$ cat config.mk
export PLATFORM = sky130hd
export DESIGN_NAME = count_seq_ctrl
export DESIGN_NICKNAME = d
export VERILOG_FILES = /design/src/rtl/count_seq_pkg.sv /design/src/rtl/count_seq_shadow.sv /design/src/rtl/count_seq_ctrl.sv
export SDC_FILE = /design/constraint.sdc
export NUM_CORES = 1
export LEC_CHECK = 0
export CAP_MARGIN = 20
export CORE_UTILIZATION = 50
export DETAILED_ROUTE_END_ITERATION = 8
export PLACE_DENSITY = 0.77
export SLEW_MARGIN = 10
export SYNTH_ARGS = -nofsm -noshare
export SYNTH_HDL_FRONTEND = slang
export SYNTH_SLANG_ARGS = --single-unit
$ cat constraint.sdc
create_clock -name clock -period 2.36 [get_ports clock]
set_input_delay 0.59 -clock clock [delete_from_list [all_inputs] [get_ports clock]]
set_output_delay 0.59 -clock clock [all_outputs]
set_load 0.005 [all_outputs]
$ cat src/rtl/count_seq_pkg.sv
// Shared definitions for the count_seq_ctrl sequencing controller:
// FSM state encoding and default counter/settle dimensions.
package count_seq_pkg;

  localparam int unsigned DEF_WIDTH  = 4;
  localparam int unsigned DEF_SETTLE = 1;

  typedef enum logic [1:0] {
    IDLE = 2'd0,
    CLR  = 2'd1,
    RUN  = 2'd2,
    DONE = 2'd3
  } state_t;

endpackage

$ cat src/rtl/count_seq_shadow.sv
// Shadow copy of the external counter value. It advances on every edge
// the controller enables the counter, wrapping mod 2^WIDTH.
// With COUNT_SEQ_CHECK_EN defined, a comparator checks the counter's Q
// against the shadow inside the checking window and raises a sticky err.
// Without it, err is tied low and Q is not observed.
module count_seq_shadow
  import count_seq_pkg::*;
#(
  parameter int unsigned WIDTH = DEF_WIDTH
) (
  input  logic             clock,
  input  logic             clear,
  input  logic             restart,
  input  logic             inc,
  input  logic             check,
  input  logic [WIDTH-1:0] q,
  output logic [WIDTH-1:0] shadow,
  output logic             err
);

  logic [WIDTH-1:0] shadow_r;

  // Shadow count: zeroed on reset or accepted start, advances with each enabled edge.
  always_ff @(posedge clock) begin
    if (!clear) begin
      shadow_r <= WIDTH'(0);
    end else if (restart) begin
      shadow_r <= WIDTH'(0);
    end else if (inc) begin
      shadow_r <= shadow_r + WIDTH'(1);
    end else begin
      shadow_r <= shadow_r;
    end
  end

  assign shadow = shadow_r;

`ifdef COUNT_SEQ_CHECK_EN
  logic err_r;

  // Sticky mismatch flag: Q at this edge reflects the increment of the
  // previous edge, so it is compared against the shadow before it updates.
  always_ff @(posedge clock) begin
    if (!clear) begin
      err_r <= 1'b0;
    end else if (restart) begin
      err_r <= 1'b0;
    end else if (check && (q != shadow_r)) begin
      err_r <= 1'b1;
    end else begin
      err_r <= err_r;
    end
  end

  assign err = err_r;
`else
  logic unused_check_s;

  assign unused_check_s = ^{q, check};
  assign err            = 1'b0;
`endif

endmodule

$ cat src/rtl/count_seq_ctrl.sv
// Sequencing controller for a 4-bit master-slave JK synchronous counter.
// Clears the counter for SETTLE cycles, then enables it for exactly
// `target` increments (pause stretches the run), and pulses done.
// abort returns to IDLE from any state, leaving the counter value intact.
// Optional Q-vs-shadow checking is enabled by defining COUNT_SEQ_CHECK_EN.
module count_seq_ctrl
  import count_seq_pkg::*;
#(
  parameter int unsigned WIDTH  = DEF_WIDTH,
  parameter int unsigned SETTLE = DEF_SETTLE
) (
  input  logic             clock,
  input  logic             clear,
  input  logic             start,
  input  logic [WIDTH-1:0] target,
  input  logic             pause,
  input  logic             abort,
  input  logic [WIDTH-1:0] q,
  output logic             cnt_en,
  output logic             cnt_clr_n,
  output logic             busy,
  output logic             done,
  output logic             err
);

  localparam logic [2:0]       SETTLE_LOAD = 3'(SETTLE - 1);
  localparam logic [WIDTH-1:0] REM_ONE     = WIDTH'(1);
  localparam logic [WIDTH-1:0] REM_ZERO    = WIDTH'(0);

  state_t           state_r;
  logic [WIDTH-1:0] target_r;
  logic [2:0]       settle_r;
  logic             cnt_en_r;
  logic             cnt_clr_n_r;
  logic             busy_r;
  logic             done_r;

  logic [WIDTH-1:0] shadow_s;
  logic [WIDTH-1:0] remaining_s;
  logic             start_acc_s;
  logic             check_win_s;
  logic             shadow_inc_s;

  // Remaining increments derive from the shadow; also decode start acceptance and the check window.
  always_comb begin
    remaining_s  = target_r - shadow_s;
    shadow_inc_s = cnt_en_r;
    start_acc_s  = 1'b0;
    check_win_s  = 1'b0;
    if (state_r == IDLE) begin
      start_acc_s = start & ~abort;
    end else begin
      start_acc_s = 1'b0;
    end
    if ((state_r == RUN) || (state_r == DONE)) begin
      check_win_s = 1'b1;
    end else begin
      check_win_s = 1'b0;
    end
  end

  // Sequencing FSM with registered counter controls and status outputs.
  always_ff @(posedge clock) begin
    if (!clear) begin
      state_r     <= IDLE;
      target_r    <= REM_ZERO;
      settle_r    <= 3'd0;
      cnt_en_r    <= 1'b0;
      cnt_clr_n_r <= 1'b0;
      busy_r      <= 1'b0;
      done_r      <= 1'b0;
    end else begin
      done_r <= 1'b0;
      case (state_r)
        IDLE: begin
          cnt_en_r <= 1'b0;
          if (start_acc_s) begin
            target_r    <= target;
            settle_r    <= SETTLE_LOAD;
            cnt_clr_n_r <= 1'b0;
            busy_r      <= 1'b1;
            state_r     <= CLR;
          end else begin
            cnt_clr_n_r <= 1'b1;
            busy_r      <= 1'b0;
            state_r     <= IDLE;
          end
        end
        CLR: begin
          if (abort) begin
            cnt_en_r    <= 1'b0;
            cnt_clr_n_r <= 1'b1;
            busy_r      <= 1'b0;
            state_r     <= IDLE;
          end else if (settle_r == 3'd0) begin
            cnt_clr_n_r <= 1'b1;
            if (remaining_s != REM_ZERO) begin
              cnt_en_r <= ~pause;
              state_r  <= RUN;
            end else begin
              cnt_en_r <= 1'b0;
              done_r   <= 1'b1;
              state_r  <= DONE;
            end
          end else begin
            settle_r <= settle_r - 3'd1;
          end
        end
        RUN: begin
          if (abort) begin
            cnt_en_r    <= 1'b0;
            cnt_clr_n_r <= 1'b1;
            busy_r      <= 1'b0;
            state_r     <= IDLE;
          end else if (cnt_en_r && (remaining_s == REM_ONE)) begin
            // This edge delivers the last increment.
            cnt_en_r <= 1'b0;
            done_r   <= 1'b1;
            state_r  <= DONE;
          end else begin
            cnt_en_r <= ~pause;
          end
        end
        DONE: begin
          cnt_en_r    <= 1'b0;
          cnt_clr_n_r <= 1'b1;
          busy_r      <= 1'b0;
          state_r     <= IDLE;
        end
        default: begin
          cnt_en_r    <= 1'b0;
          cnt_clr_n_r <= 1'b1;
          busy_r      <= 1'b0;
          state_r     <= IDLE;
        end
      endcase
    end
  end

  count_seq_shadow #(
    .WIDTH (WIDTH)
  ) u_shadow (
    .clock   (clock),
    .clear   (clear),
    .restart (start_acc_s),
    .inc     (shadow_inc_s),
    .check   (check_win_s),
    .q       (q),
    .shadow  (shadow_s),
    .err     (err)
  );

  assign cnt_en    = cnt_en_r;
  assign cnt_clr_n = cnt_clr_n_r;
  assign busy      = busy_r;
  assign done      = done_r;

endmodule

==> qor.yml <==
placed_design:
  place_hpwl_mm: 1.45
  place_congestion: 0.824
  io_buffers: 12
  post_dp_cell_area_mm2: 0.00116
clock_tree:
  post_cts_buffers: 0
  holdBufCountCts: 0
  cts_root_buf: "clkbuf_4"
  ctsResizeCount: 0
  clock_path_buffers: 2
  clk_pin_slew_ns: 0.11
  worst_skew_pair.late_latency_ns: 0.29
  htreeDepth: 1
  cts_tree: "built"
  cts_buffers: 3
  cts_sinks: 17
logic_synthesis:
  synthArstFlopShare_pct: 0
  ys_seq_elements: 17
  synth.area.top_cells: "dfxtp_1 35%, ha_1 11%, mux2i_1 7.1%"
  yosysUniqueCellTypes: 34
  synth.net_count: 131
  yosys_warnings: 0
  synth_area_um2: 983
  postSynthAreaPerCell_um2: 9.11
  synthMostInstantiatedCell: "dfxtp_1"
  synth_largest_area_cell: "dfxtp_1"
  ys_seq_area_share_pct: 34.6
  yosysTopAreaCellShare_pct: 34.6
  synth_ff_type: "dfxtp_1"
  synth_common_cells: "17 x dfxtp_1, 14 x nor2_1, 9 x ha_1, 9 x inv_1"
  synth_edf_count: 0
  syn-instance-count: 108
power_and_ir_drop:
  ir_drop_uv: 402
  seq_power_share_pct: 54.4
  power_density_mw_per_mm2: 471
  clock_power_share_pct: 28.6
  internal_power_uw: 409
  p_leak_uw: 0.000494
  power_frac_comb_pct: 17.1
  switching_share_pct: 26.7
  switching_power_uw: 149
critical_path:
  worstPathRequired_ns: 2.59
  crit_fanout: 4
  cp_slowest_stage_delay_ns: 0.42
  crit_arrival_ns: 2.28
  worstPathCellList: "ha_1 -> inv_1 -> fa_1 -> xor2_1 -> nor2_1 -> and3_1 -> a21o_1 -> mux2i_1"
  end_kind: "flip-flop"
  critPathSlowestCell: "dfxtp_1"
  critPathLaunchType: "flip-flop"
  crit_type: "reg2reg"
detailed_routing:
  drtIter0Drc: 12
  route.detailed.drc: 0
  top_layer_used: "met4"
  vias: 795
  finalWirelength_mm: 1.83
  ant_nets: 0
  wl_met3_um: 62
  viasPerCell: 5.23
  firstDrtPassIters: 4
  met1_length_um: 840
  wl_met2_um: 888
  avgRoutedWirePerCell_um: 12.0
grt:
  overflow: 0
  grt_antenna_before_repair: 0
  grt_max_degree: 11
  first_global_vias: 766
  grt_pass1_wl_mm: 3.00
  grt_usage_pct: 19.8
layout:
  final_nets: 151
  diodes: 0
  layout-drive-gt1-share_pct: 10.2
  n_fill_cell: 153
  final-seq-area_um2: 340
  final_cell_area_mm2: 0.00118
  syn2layout_area_growth_pct: 20.5
  multi_input_area_um2: 598
sta:
  layout_min_cycle_time_ns: 2.05
  relSlewSlack_pct: 65.0
  finalMaxSlewViolations: 0
  fin_tns_setup_ns: 0
  fin_crit_sh_pct: 86.9
  max_freq_mhz: 487
  rsz0062_at_grt: "false"
  setup_violations: 0
  skew_ns: 0.00788
  final_hold_viol_count: 0
  worstMarginPinSlew_ns: 0.525
min_path:
  min_path_type: "reg2reg"
flow_run:
  drv_cap: 0
status:
  status: "finished clean"
die:
  dieArea_mm2: 0.00215
  io_pins: 18
  core_mm2: 0.00178
  initial_core_util_pct: 55.2
  rows: 15
  dieHeight_um: 46.4
  die_w_um: 46.4
[registers in the layout, indices dropped and copies added (netlist names)]
name,count
target_r,4
cnt_clr_n,1
cnt_en,1
settle_r,3
done,1
state_r,2
u_shadow.shadow,4
busy,1
[layout make-up]
| cell class | count | area share, % |
|---|---|---|
| sequential | 17 | 28.7 |
| clock inverter | 1 | 0.422 |
| multi-input combinational | 80 | 50.5 |
| timing repair buffer | 16 | 12.7 |
| tap | 25 | 2.64 |
| clock buffer | 3 | 1.90 |
| inverter | 10 | 3.17 |
[cells by family (layout without fill, tap and decap cells)]
logic type      count (synthesis)  after routing  synth area share [%]
other cells                     1              1                 0.381
flops                          17             17                  34.6
compound gates                 16             16                  12.3
buf+inv                        11             30                  4.58
xor+xnor                        8              8                  7.12
simple gates                   38             38                  20.4
mux                             7              7                  7.12
fa+ha+maj                      10             10                  13.5
[stage by stage]
stage | utilization, % | cells | power (µW) | hold WS, ns | setup WS, ns
final | 66.5 | 152 | 558 | 0.470 | 0.309
after global routing | 66.5 | 152 | 584 | 0.495 | 0.129
after CTS | 66.5 | 152 | 566 | 0.482 | 0.300
after detailed placement | 64.9 | 148 | 405 | 0.466 | 0.175
after global placement | 64.9 | 148 | 402 | 0.454 | 0.163
after floorplan | - | 108 | 366 | 0.451 | 0.569
[layer usage]
metal / global-route usage, % / up-vias
met4: 10.6 / 0
met2: 33.3 / 16
li1: - / 408
met3: 2.35 / 4
met1: 24.2 / 367
met5: 0 / -
[cells in the final DEF (no fill, tap or decap)]
cell | synthesis | routed
dfxtp_1 | 17 | 17
nor2_1 | 14 | 14
clkdlybuf4s50_1 | 0 | 12
inv_1 | 9 | 9
ha_1 | 9 | 9
nand2_1 | 7 | 7
mux2i_1 | 7 | 7
nand2b_1 | 5 | 5
xnor2_1 | 4 | 4
xor2_1 | 4 | 4
buf_4 | 1 | 4
nor2b_1 | 3 | 3
a211oi_1 | 3 | 3
clkbuf_4 | 0 | 3
a221oi_1 | 2 | 2
a21o_1 | 2 | 2
a21oi_1 | 2 | 2
nand3b_1 | 1 | 1
o21a_1 | 1 | 1
o21ai_0 | 1 | 1
a31oi_1 | 1 | 1
and3_1 | 1 | 1
and2_1 | 1 | 1
and4b_1 | 1 | 1
inv_2 | 1 | 1
nand4b_1 | 1 | 1
or4_4 | 1 | 1
a22o_1 | 1 | 1
a32o_2 | 1 | 1
o21ai_2 | 1 | 1
nand4_1 | 1 | 1
or4_2 | 1 | 1
a32oi_1 | 1 | 1
nor4_1 | 1 | 1
fa_1 | 1 | 1
conb_1 | 1 | 1
clkinv_2 | 0 | 1
[worst max-delay path: cells and delay by family, from the launching register on]
| family | cells | cell delay, ns |
|---|---|---|
| buffers and inverters | 1 | 0.06 |
| DFF | 1 | 0.42 |
| and+or+nand+nor | 2 | 0.44 |
| muxes | 1 | 0.19 |
| AOI/OAI and AO/OA | 1 | 0.17 |
| adders and majority gates | 2 | 0.55 |
| xor gates and xnor gates | 1 | 0.16 |
[power by group through the flow]
stage | clock (µW) | combinational [µW] | sequential (µW)
after floorplan | 0 | 56.8 | 309
after global placement | 0 | 92.3 | 310
after detailed placement | 0 | 95.1 | 310
after CTS | 167 | 95.6 | 304
after global routing | 173 | 106 | 305
final | 159 | 95.2 | 303
[path summary, 6_finish.rpt]
check                                        from                       to  slack (ns)  cells after the start
setup / recovery  u_shadow.shadow[0]$_SDFFE_PP0P_  state_r[1]$_SDFFE_PN0P_        0.31                      8
setup reg to reg  u_shadow.shadow[0]$_SDFFE_PP0P_  state_r[1]$_SDFFE_PN0P_        0.31                      8
hold / removal                  busy$_SDFFE_PN0P_        busy$_SDFFE_PN0P_        0.47                      2
hold reg to reg                 busy$_SDFFE_PN0P_        busy$_SDFFE_PN0P_        0.47                      2
(Power assumes the default switching activity.)
